--- src/rtl/alt_vipitc131_common_sample_position_counter_pkg.sv ---
`default_nettype none
// +----------------------------------------------------------------------------+
// | Module   : alt_vipitc131_common_sample_position_counter_pkg               |
// | Purpose  : Shared types and helpers for the sample position counter:      |
// |            the HD/SD mode encoding and the single-cycle-sample rule.      |
// | Ports    : none (package)                                                 |
// | Revision : 1.0  initial release                                           |
// +----------------------------------------------------------------------------+
package alt_vipitc131_common_sample_position_counter_pkg;

   // hd_sdn encoding: HD carries a whole sample per cycle, SD sequences planes
   typedef enum logic {
      MODE_SD = 1'b0,
      MODE_HD = 1'b1
   } mode_e;

   // A sample occupies one cycle when there is only one plane, when planes
   // arrive side by side, or when the link runs in HD mode.
   function automatic logic single_cycle_sample(input int    planes,
                                                input int    parallel,
                                                input mode_e mode);
      return (planes == 1) || (parallel != 0) || (mode == MODE_HD);
   endfunction

endpackage
`default_nettype wire

--- src/rtl/alt_vipitc131_common_sample_position_counter_if.sv ---
`default_nettype none
// +----------------------------------------------------------------------------+
// | Module   : alt_vipitc131_common_sample_position_counter_if                |
// | Purpose  : Bundles the control inputs and position/strobe outputs of the  |
// |            sample position counter.                                       |
// | Ports    : master drives sclr/count_cycle/hd_sdn/geometry and observes    |
// |            the counts and strobes; slave is the counter side.             |
// | Revision : 1.0  initial release                                           |
// +----------------------------------------------------------------------------+
interface alt_vipitc131_common_sample_position_counter_if #(
   parameter int H_COUNT_WIDTH                = 12,
   parameter int V_COUNT_WIDTH                = 12,
   parameter int LOG2_NUMBER_OF_COLOUR_PLANES = 2
);
   logic                                    sclr;
   logic                                    count_cycle;
   logic                                    hd_sdn;
   logic [H_COUNT_WIDTH-1:0]                active_width;
   logic [V_COUNT_WIDTH-1:0]                active_height;
   logic                                    count_sample;
   logic                                    start_of_sample;
   logic [LOG2_NUMBER_OF_COLOUR_PLANES-1:0] sample_ticks;
   logic [H_COUNT_WIDTH-1:0]                h_count;
   logic [V_COUNT_WIDTH-1:0]                v_count;
   logic                                    end_of_line;
   logic                                    end_of_frame;
   logic                                    start_of_frame;

   modport master (
      output sclr, count_cycle, hd_sdn, active_width, active_height,
      input  count_sample, start_of_sample, sample_ticks, h_count, v_count,
             end_of_line, end_of_frame, start_of_frame
   );

   modport slave (
      input  sclr, count_cycle, hd_sdn, active_width, active_height,
      output count_sample, start_of_sample, sample_ticks, h_count, v_count,
             end_of_line, end_of_frame, start_of_frame
   );
endinterface
`default_nettype wire

--- src/rtl/alt_vipitc131_common_wrap_counter.sv ---
`default_nettype none
// +----------------------------------------------------------------------------+
// | Module   : alt_vipitc131_common_wrap_counter                              |
// | Purpose  : Position counter that advances by STEP and wraps to zero once  |
// |            the next position would reach limit.                           |
// | Ports    : clk, rst_n   clock / async active-low reset                    |
// |            inc          advance (or wrap) this cycle                      |
// |            sclr         treat the count as sclr_val this cycle            |
// |            sclr_val     restart value                                     |
// |            limit        wrap limit (0 behaves as STEP)                    |
// |            count        registered position                               |
// |            last         comb: current position is the last one            |
// | Revision : 1.0  initial release                                           |
// +----------------------------------------------------------------------------+
module alt_vipitc131_common_wrap_counter #(
   parameter int WIDTH = 12,
   parameter int STEP  = 1
) (
   input  wire logic             clk,
   input  wire logic             rst_n,
   input  wire logic             inc,
   input  wire logic             sclr,
   input  wire logic [WIDTH-1:0] sclr_val,
   input  wire logic [WIDTH-1:0] limit,
   output logic      [WIDTH-1:0] count,
   output logic                  last
);
   localparam logic [WIDTH:0] c_step = (WIDTH+1)'(STEP);

   logic [WIDTH-1:0] r_count;
   logic [WIDTH-1:0] w_count_eff;
   logic [WIDTH:0]   w_limit_eff;
   logic [WIDTH:0]   w_reach;

   // A restart makes this very cycle the first position of the new frame.
   assign w_count_eff = sclr ? sclr_val : r_count;
   assign w_limit_eff = (limit == '0) ? c_step : {1'b0, limit};
   // One extra bit so count+STEP near full scale cannot wrap past the limit.
   assign w_reach     = {1'b0, w_count_eff} + c_step;
   assign last        = (w_reach >= w_limit_eff);

   always_ff @(posedge clk or negedge rst_n) begin
      if (!rst_n) begin
         r_count <= '0;
      end else if (inc) begin
         r_count <= last ? '0 : w_reach[WIDTH-1:0];
      end else if (sclr) begin
         r_count <= sclr_val;
      end
   end

   assign count = r_count;
endmodule
`default_nettype wire

--- src/rtl/alt_vipitc131_common_sample_position_counter.sv ---
`default_nettype none
// +----------------------------------------------------------------------------+
// | Module   : alt_vipitc131_common_sample_position_counter                   |
// | Purpose  : Tracks colour-plane tick, pixel and line position for the      |
// |            clocked-video-output timing path and emits sample/line/frame   |
// |            strobes. Mode and geometry are shadowed at frame boundaries.   |
// | Ports    : clk, rst_n  clock / async active-low reset                     |
// |            bus (slave) sclr, count_cycle, hd_sdn, active_width/height in; |
// |                        count_sample, start_of_sample, sample_ticks,       |
// |                        h_count, v_count, end_of_line, end_of_frame,       |
// |                        start_of_frame out                                 |
// | Revision : 1.0  initial release                                           |
// +----------------------------------------------------------------------------+
module alt_vipitc131_common_sample_position_counter
   import alt_vipitc131_common_sample_position_counter_pkg::*;
#(
   parameter int NUMBER_OF_COLOUR_PLANES       = 3,
   parameter int LOG2_NUMBER_OF_COLOUR_PLANES  = 2,
   parameter int COLOUR_PLANES_ARE_IN_PARALLEL = 0,
   parameter int PIXELS_IN_PARALLEL            = 1,
   parameter int H_COUNT_WIDTH                 = 12,
   parameter int V_COUNT_WIDTH                 = 12,
   parameter int DEFAULT_WIDTH                 = 1920,
   parameter int DEFAULT_HEIGHT                = 1080
) (
   input wire logic clk,
   input wire logic rst_n,
   alt_vipitc131_common_sample_position_counter_if.slave bus
);
   localparam int                                c_l = LOG2_NUMBER_OF_COLOUR_PLANES;
   localparam logic [c_l-1:0]                    c_last_tick = c_l'(NUMBER_OF_COLOUR_PLANES - 1);

   mode_e                    r_mode;
   logic [H_COUNT_WIDTH-1:0] r_width;
   logic [V_COUNT_WIDTH-1:0] r_height;
   logic [c_l-1:0]           r_tick;

   mode_e                    w_mode_eff;
   logic [H_COUNT_WIDTH-1:0] w_width_eff;
   logic [V_COUNT_WIDTH-1:0] w_height_eff;
   logic [c_l-1:0]           w_tick_eff;
   logic                     w_single;
   logic                     w_last_plane;
   logic                     w_sos;
   logic                     w_count_sample;
   logic                     w_h_last;
   logic                     w_v_last;
   logic                     w_eol;
   logic                     w_eof;
   logic [H_COUNT_WIDTH-1:0] w_h_count;
   logic [V_COUNT_WIDTH-1:0] w_v_count;

   // On sclr the cycle belongs to the new frame: live mode/geometry apply and
   // the plane tick is taken as zero.
   assign w_mode_eff   = bus.sclr ? mode_e'(bus.hd_sdn) : r_mode;
   assign w_width_eff  = bus.sclr ? bus.active_width    : r_width;
   assign w_height_eff = bus.sclr ? bus.active_height   : r_height;
   assign w_tick_eff   = bus.sclr ? '0                  : r_tick;

   assign w_single       = single_cycle_sample(NUMBER_OF_COLOUR_PLANES,
                                               COLOUR_PLANES_ARE_IN_PARALLEL, w_mode_eff);
   assign w_last_plane   = w_single | (w_tick_eff == c_last_tick);
   assign w_sos          = w_single | (w_tick_eff == '0);
   assign w_count_sample = bus.count_cycle & w_last_plane;
   assign w_eol          = w_count_sample & w_h_last;
   assign w_eof          = w_eol & w_v_last;

   // Plane tick: held in single-cycle mode, otherwise cycles 0..planes-1.
   always_ff @(posedge clk or negedge rst_n) begin
      if (!rst_n) begin
         r_tick <= '0;
      end else if (bus.count_cycle) begin
         r_tick <= w_last_plane ? '0 : w_tick_eff + c_l'(1);
      end else begin
         r_tick <= w_tick_eff;
      end
   end

   // Shadows change only at a frame boundary so a frame is never split.
   always_ff @(posedge clk or negedge rst_n) begin
      if (!rst_n) begin
         r_mode   <= MODE_SD;
         r_width  <= H_COUNT_WIDTH'(DEFAULT_WIDTH);
         r_height <= V_COUNT_WIDTH'(DEFAULT_HEIGHT);
      end else if (bus.sclr | w_eof) begin
         r_mode   <= mode_e'(bus.hd_sdn);
         r_width  <= bus.active_width;
         r_height <= bus.active_height;
      end
   end

   alt_vipitc131_common_wrap_counter #(
      .WIDTH (H_COUNT_WIDTH),
      .STEP  (PIXELS_IN_PARALLEL)
   ) u_h_counter (
      .clk      (clk),
      .rst_n    (rst_n),
      .inc      (w_count_sample),
      .sclr     (bus.sclr),
      .sclr_val ('0),
      .limit    (w_width_eff),
      .count    (w_h_count),
      .last     (w_h_last)
   );

   alt_vipitc131_common_wrap_counter #(
      .WIDTH (V_COUNT_WIDTH),
      .STEP  (1)
   ) u_v_counter (
      .clk      (clk),
      .rst_n    (rst_n),
      .inc      (w_eol),
      .sclr     (bus.sclr),
      .sclr_val ('0),
      .limit    (w_height_eff),
      .count    (w_v_count),
      .last     (w_v_last)
   );

   assign bus.count_sample    = w_count_sample;
   assign bus.start_of_sample = w_sos;
   assign bus.sample_ticks    = r_tick;
   assign bus.h_count         = w_h_count;
   assign bus.v_count         = w_v_count;
   assign bus.end_of_line     = w_eol;
   assign bus.end_of_frame    = w_eof;
   // During sclr the position is already the origin of the new frame.
   assign bus.start_of_frame  = w_sos & (bus.sclr | ((w_h_count == '0) & (w_v_count == '0)));
endmodule
`default_nettype wire
--- src/flat_wrapper.sv ---
// flat-port wrapper written by rule: the top's interface ports become plain ports
module alt_vipitc131_common_sample_position_counter_flat import alt_vipitc131_common_sample_position_counter_pkg::*;
#(
   parameter int NUMBER_OF_COLOUR_PLANES       = 3,
   parameter int LOG2_NUMBER_OF_COLOUR_PLANES  = 2,
   parameter int COLOUR_PLANES_ARE_IN_PARALLEL = 0,
   parameter int PIXELS_IN_PARALLEL            = 1,
   parameter int H_COUNT_WIDTH                 = 12,
   parameter int V_COUNT_WIDTH                 = 12,
   parameter int DEFAULT_WIDTH                 = 1920,
   parameter int DEFAULT_HEIGHT                = 1080
)
  (clk, rst_n, bus_sclr, bus_count_cycle, bus_hd_sdn, bus_active_width, bus_active_height, bus_count_sample, bus_start_of_sample, bus_sample_ticks, bus_h_count, bus_v_count, bus_end_of_line, bus_end_of_frame, bus_start_of_frame);
  alt_vipitc131_common_sample_position_counter_if #(.H_COUNT_WIDTH(H_COUNT_WIDTH), .V_COUNT_WIDTH(V_COUNT_WIDTH), .LOG2_NUMBER_OF_COLOUR_PLANES(LOG2_NUMBER_OF_COLOUR_PLANES)) bus_i ();
  input wire logic clk;
  input wire logic rst_n;
  input wire logic [$bits(bus_i.sclr)-1:0] bus_sclr;
  input wire logic [$bits(bus_i.count_cycle)-1:0] bus_count_cycle;
  input wire logic [$bits(bus_i.hd_sdn)-1:0] bus_hd_sdn;
  input wire logic [$bits(bus_i.active_width)-1:0] bus_active_width;
  input wire logic [$bits(bus_i.active_height)-1:0] bus_active_height;
  output wire logic [$bits(bus_i.count_sample)-1:0] bus_count_sample;
  output wire logic [$bits(bus_i.start_of_sample)-1:0] bus_start_of_sample;
  output wire logic [$bits(bus_i.sample_ticks)-1:0] bus_sample_ticks;
  output wire logic [$bits(bus_i.h_count)-1:0] bus_h_count;
  output wire logic [$bits(bus_i.v_count)-1:0] bus_v_count;
  output wire logic [$bits(bus_i.end_of_line)-1:0] bus_end_of_line;
  output wire logic [$bits(bus_i.end_of_frame)-1:0] bus_end_of_frame;
  output wire logic [$bits(bus_i.start_of_frame)-1:0] bus_start_of_frame;
  assign bus_i.sclr = bus_sclr;
  assign bus_i.count_cycle = bus_count_cycle;
  assign bus_i.hd_sdn = bus_hd_sdn;
  assign bus_i.active_width = bus_active_width;
  assign bus_i.active_height = bus_active_height;
  assign bus_count_sample = bus_i.count_sample;
  assign bus_start_of_sample = bus_i.start_of_sample;
  assign bus_sample_ticks = bus_i.sample_ticks;
  assign bus_h_count = bus_i.h_count;
  assign bus_v_count = bus_i.v_count;
  assign bus_end_of_line = bus_i.end_of_line;
  assign bus_end_of_frame = bus_i.end_of_frame;
  assign bus_start_of_frame = bus_i.start_of_frame;
  alt_vipitc131_common_sample_position_counter #(.NUMBER_OF_COLOUR_PLANES(NUMBER_OF_COLOUR_PLANES), .LOG2_NUMBER_OF_COLOUR_PLANES(LOG2_NUMBER_OF_COLOUR_PLANES), .COLOUR_PLANES_ARE_IN_PARALLEL(COLOUR_PLANES_ARE_IN_PARALLEL), .PIXELS_IN_PARALLEL(PIXELS_IN_PARALLEL), .H_COUNT_WIDTH(H_COUNT_WIDTH), .V_COUNT_WIDTH(V_COUNT_WIDTH), .DEFAULT_WIDTH(DEFAULT_WIDTH), .DEFAULT_HEIGHT(DEFAULT_HEIGHT)) u_core (.clk(clk), .rst_n(rst_n), .bus(bus_i));
endmodule
--- config.mk ---
export PLATFORM = sky130hd
export DESIGN_NAME = alt_vipitc131_common_sample_position_counter_flat
export DESIGN_NICKNAME = d
export VERILOG_FILES = /design/src/rtl/alt_vipitc131_common_sample_position_counter_pkg.sv /design/src/rtl/alt_vipitc131_common_sample_position_counter_if.sv /design/src/rtl/alt_vipitc131_common_wrap_counter.sv /design/src/rtl/alt_vipitc131_common_sample_position_counter.sv /design/src/flat_wrapper.sv
export SDC_FILE = /design/constraint.sdc
export NUM_CORES = 1
export LEC_CHECK = 0
export CORE_MARGIN = 2
export CORE_UTILIZATION = 60
export DETAILED_ROUTE_END_ITERATION = 12
export GPL_ROUTABILITY_DRIVEN = 0
export PLACE_DENSITY_LB_ADDON = 0.08
export SYNTH_ARGS = -nofsm -noshare
export SYNTH_HDL_FRONTEND = slang
export SYNTH_HIERARCHICAL = 1
export SYNTH_SLANG_ARGS = --single-unit
--- constraint.sdc ---
create_clock -name clk -period 9 [get_ports clk]
set_input_delay 2.25 -clock clk [delete_from_list [all_inputs] [get_ports clk]]
set_output_delay 2.25 -clock clk [all_outputs]
set_load 0.03 [all_outputs]
==> summary.txt <==
Clock network
  • Clock Sink Count: 51
  • Clk root buf: clkbuf_8
  • Clock tree buffer depth: 2
  • CTS H-tree depth: 2
  • Clock slew at reported path FFs: 100 ps
  • Cts bufs inserted: 5
  • Post_cts resized: 0
  • Clk_lat worst skew: 310 ps
  • Post-CTS Setup Inserts: 0
  • CTS hold repair buffers: 0
  • TritonCTS clock tree: yes

Floorplan
  • Die Ht: 88.24 um
  • Core outline area: 6832 um2
  • Die Wd: 88.24 um
  • Starting density of the core: 0.6233
  • Top Ports: 60
  • Die Area: 7786 um2
  • Row count: 30

Timing
  • Slew headroom: 0.5443
  • Final WS setup: 573.1 ps
  • Setup TNS: 0 ps
  • Crit path time final: 8427 ps
  • Worst Tran Pin Value: 674.0 ps
  • Period utilization: 0.9363
  • Max Fclk: 118.7 MHz
  • Setup Viol. Count Final: 0
  • Clk_skew: 8.763 ps
  • Hold Fails Final Rpt: 0
  • RSZ-0062 raised after global routing: no
  • Max Slew Vio Count: 0

Detailed routing
  • Routed metal-1 wire length: 4046 um
  • DRT iter0 DRCs: 160
  • Metal2 WL: 5255 um
  • Drt wl/cell: 16.21 um
  • First-pass iteration count of the detailed router: 5
  • Max layer used: met4
  • Antenna Nets Post-Route: 0
  • Routed vias: 3461
  • Residual DRC: 0
  • Final WL: 9902 um
  • Post-DR vias/cell: 5.664
  • WL met3: 414 um

Worst setup path
  • Crit-path max cell delay: 590 ps
  • Crit Path Class: in -> out
  • Worst EP required: 6750 ps
  • CP max stage cell: clkdlybuf4s50_1
  • CP max FO: 7
  • Worst reg2reg startpoint: u_core/u_v_counter/count[0]$_DFF_PN0_
  • CP Cell Sequence: buf_2, mux2i_1, inv_1, ha_1, and4b_1, o22ai_4, nor2_1, xnor2_1, ha_1, and3_1, a221o_1, a221oi_1, o21a_2, nand2_2, and3_1, clkdlybuf4s50_1
  • Crit end category: output pin
  • Crit path launch: bus_sclr
  • Crit path launch type: input port
  • Crit path DAT: 6180 ps

Synth
  • Ys flop type: dfrtp_1
  • Synthesized area per cell: 10.54 um2
  • Mapped Cells: 404
  • Synth unique cells: 62
  • Async S/R FF share, synth: 1.000
  • Seq/Total Area, Yosys: 0.3021
  • Flops & latches, synth: 51
  • Mapped Area: 4258 um2
  • Ys Warns: 6
  • Post-synth EDFFs: 0

Power
  • Pleak: 2.324 nW
  • Peak VDD IR: 0.1099 mV
  • Power per cell area: 181.9 nW/um2

Flow run
  • Maxcap violations: 0

Layout
  • Antenna Cells: 0
  • Most frequent cells in the layout: clkdlybuf4s50_1, conb_1, dfrtp_1
  • Fraction of layout cells with a size suffix above 1: 0.2136
  • Layout net count: 571
  • Area growth, synth to finish: 21.01%
  • Commonest non-fill, non-tap cell in the layout: clkdlybuf4s50_1

Global routing
  • Initial antenna violation count: 0
  • Gr ovfl total: 0
  • Number of global-route vias before repair: 3450
  • First-pass GRT wire length: 16040 um
  • GRT Total Usage: 0.2647
  • Largest net degree at the start of global routing: 52

Placed design
  • HPWL after DPL: 7541 um
  • Setup WS pre-CTS: 665.4 ps
  • Port buffer count: 59

Worst hold path
  • Worst Hold Launch: u_core/r_width[4]$_DFFE_PN0P_
  • Min-delay worst type: reg -> reg

Outcome
  • Outcome: completed
-- sequential cells by signal (all words and copies together) (netlist names) --
signal,cells
u_core/r_height,12
u_core/r_width,12
u_core/u_h_counter/count,12
u_core/u_v_counter/count,12
u_core/bus.sample_ticks,2
u_core/r_mode,1
-- cell families after synthesis --
| group | after synthesis | share of synthesized area |
|---|---|---|
| other | 1 | 0.0008807 |
| XOR/XNOR | 20 | 0.04114 |
| adder cells (fa/ha/maj) | 28 | 0.08228 |
| AO/OA/AOI/OAI | 79 | 0.1390 |
| multiplexers | 73 | 0.2045 |
| flip-flops | 51 | 0.3021 |
| buffers and inverters | 44 | 0.06171 |
| AND/OR/NAND/NOR | 108 | 0.1684 |
-- worst max-delay path, delay by kind of cell --
family,cells,cell delay [ps]
simple gates,5,880
xor+xnor,1,240
fa+ha+maj,2,540
buf+inv,3,870
mux,1,310
compound gates,4,1090
-- per-stage QoR --
| stage | instances | hold slack (ps) | instance area [um2] | util | power, mW |
|---|---|---|---|---|---|
| 6_report | 611 | 518.5 | 5152 | 0.7542 | 0.9373 |
| 5_1_grt | 611 | 539.2 | 5152 | 0.7542 | 0.9942 |
| 4_1_cts | 611 | 523.4 | 5152 | 0.7542 | 0.9419 |
| 3_5_place_dp | 603 | 489.7 | 5064 | 0.7412 | 0.7993 |
| 3_3_place_gp | 603 | 482.5 | 5064 | 0.7412 | 0.7852 |
| 2_1_floorplan | 453 | 475.4 | 4442 | - | 0.6420 |
-- synthesized netlist by cell type, types with 6 or more instances --
cell type | instances | area, um2
dfstp_2 | 8 | 210.2
and3_1 | 7 | 43.79
a21oi_1 | 13 | 65.06
nand2b_1 | 10 | 62.56
mux2i_1 | 21 | 210.2
nor2_1 | 13 | 48.80
o22ai_1 | 12 | 75.07
dfrtp_1 | 43 | 1076
nand2_1 | 15 | 56.30
nand3_1 | 8 | 40.04
xnor2_1 | 12 | 105.1
inv_1 | 29 | 108.9
buf_6 | 6 | 67.56
a31oi_1 | 6 | 37.54
nor4_1 | 10 | 62.56
xor2_1 | 8 | 70.07
mux2_4 | 20 | 300.3
o21ai_0 | 10 | 50.05
ha_1 | 28 | 350.3
mux2_2 | 32 | 360.4
a21o_1 | 6 | 45.04
-- report_power, final --
| group | total (mW) | leakage, nW | switching (mW) | internal, mW |
|---|---|---|---|---|
| Combinational | 0.476 | 1.69 | 0.263 | 0.214 |
| Clock | 0.137 | 0.0402 | 0.0828 | 0.0544 |
| Sequential | 0.324 | 0.591 | 0.0451 | 0.279 |
-- layout make-up --
| type | instances | area, um2 |
|---|---|---|
| Multi-Input combinational cell | 358 | 2893 |
| Tap cell | 96 | 120.1 |
| Inverter | 29 | 108.9 |
| Clock inverter | 3 | 20.02 |
| Sequential cell | 51 | 1286 |
| Timing Repair Buffer | 69 | 655.6 |
| Fill cell | 516 | 1679 |
| Clock buffer | 5 | 68.82 |
-- worst paths after layout --
kind,end,slack [ps],cells past startpoint
worst max-delay path,bus_end_of_frame,570,16
worst min-delay path,u_core/r_width[4]$_DFFE_PN0P_,520,1
worst max register to register,u_core/r_width[11]$_DFFE_PN0P_,4510,16
worst min register to register,u_core/r_width[4]$_DFFE_PN0P_,520,1
max in group asynchronous,u_core/r_width[0]$_DFFE_PN0P_,6510,2
min in group asynchronous,u_core/u_v_counter/count[4]$_DFF_PN0_,2040,2
-- per-layer routing --
metal,track usage,up-vias
li1,-,1674
met1,0.3180,1674
met2,0.4928,99
met3,0.03265,14
met4,0.07851,0
met5,0,-
(Power assumes the default switching activity.)
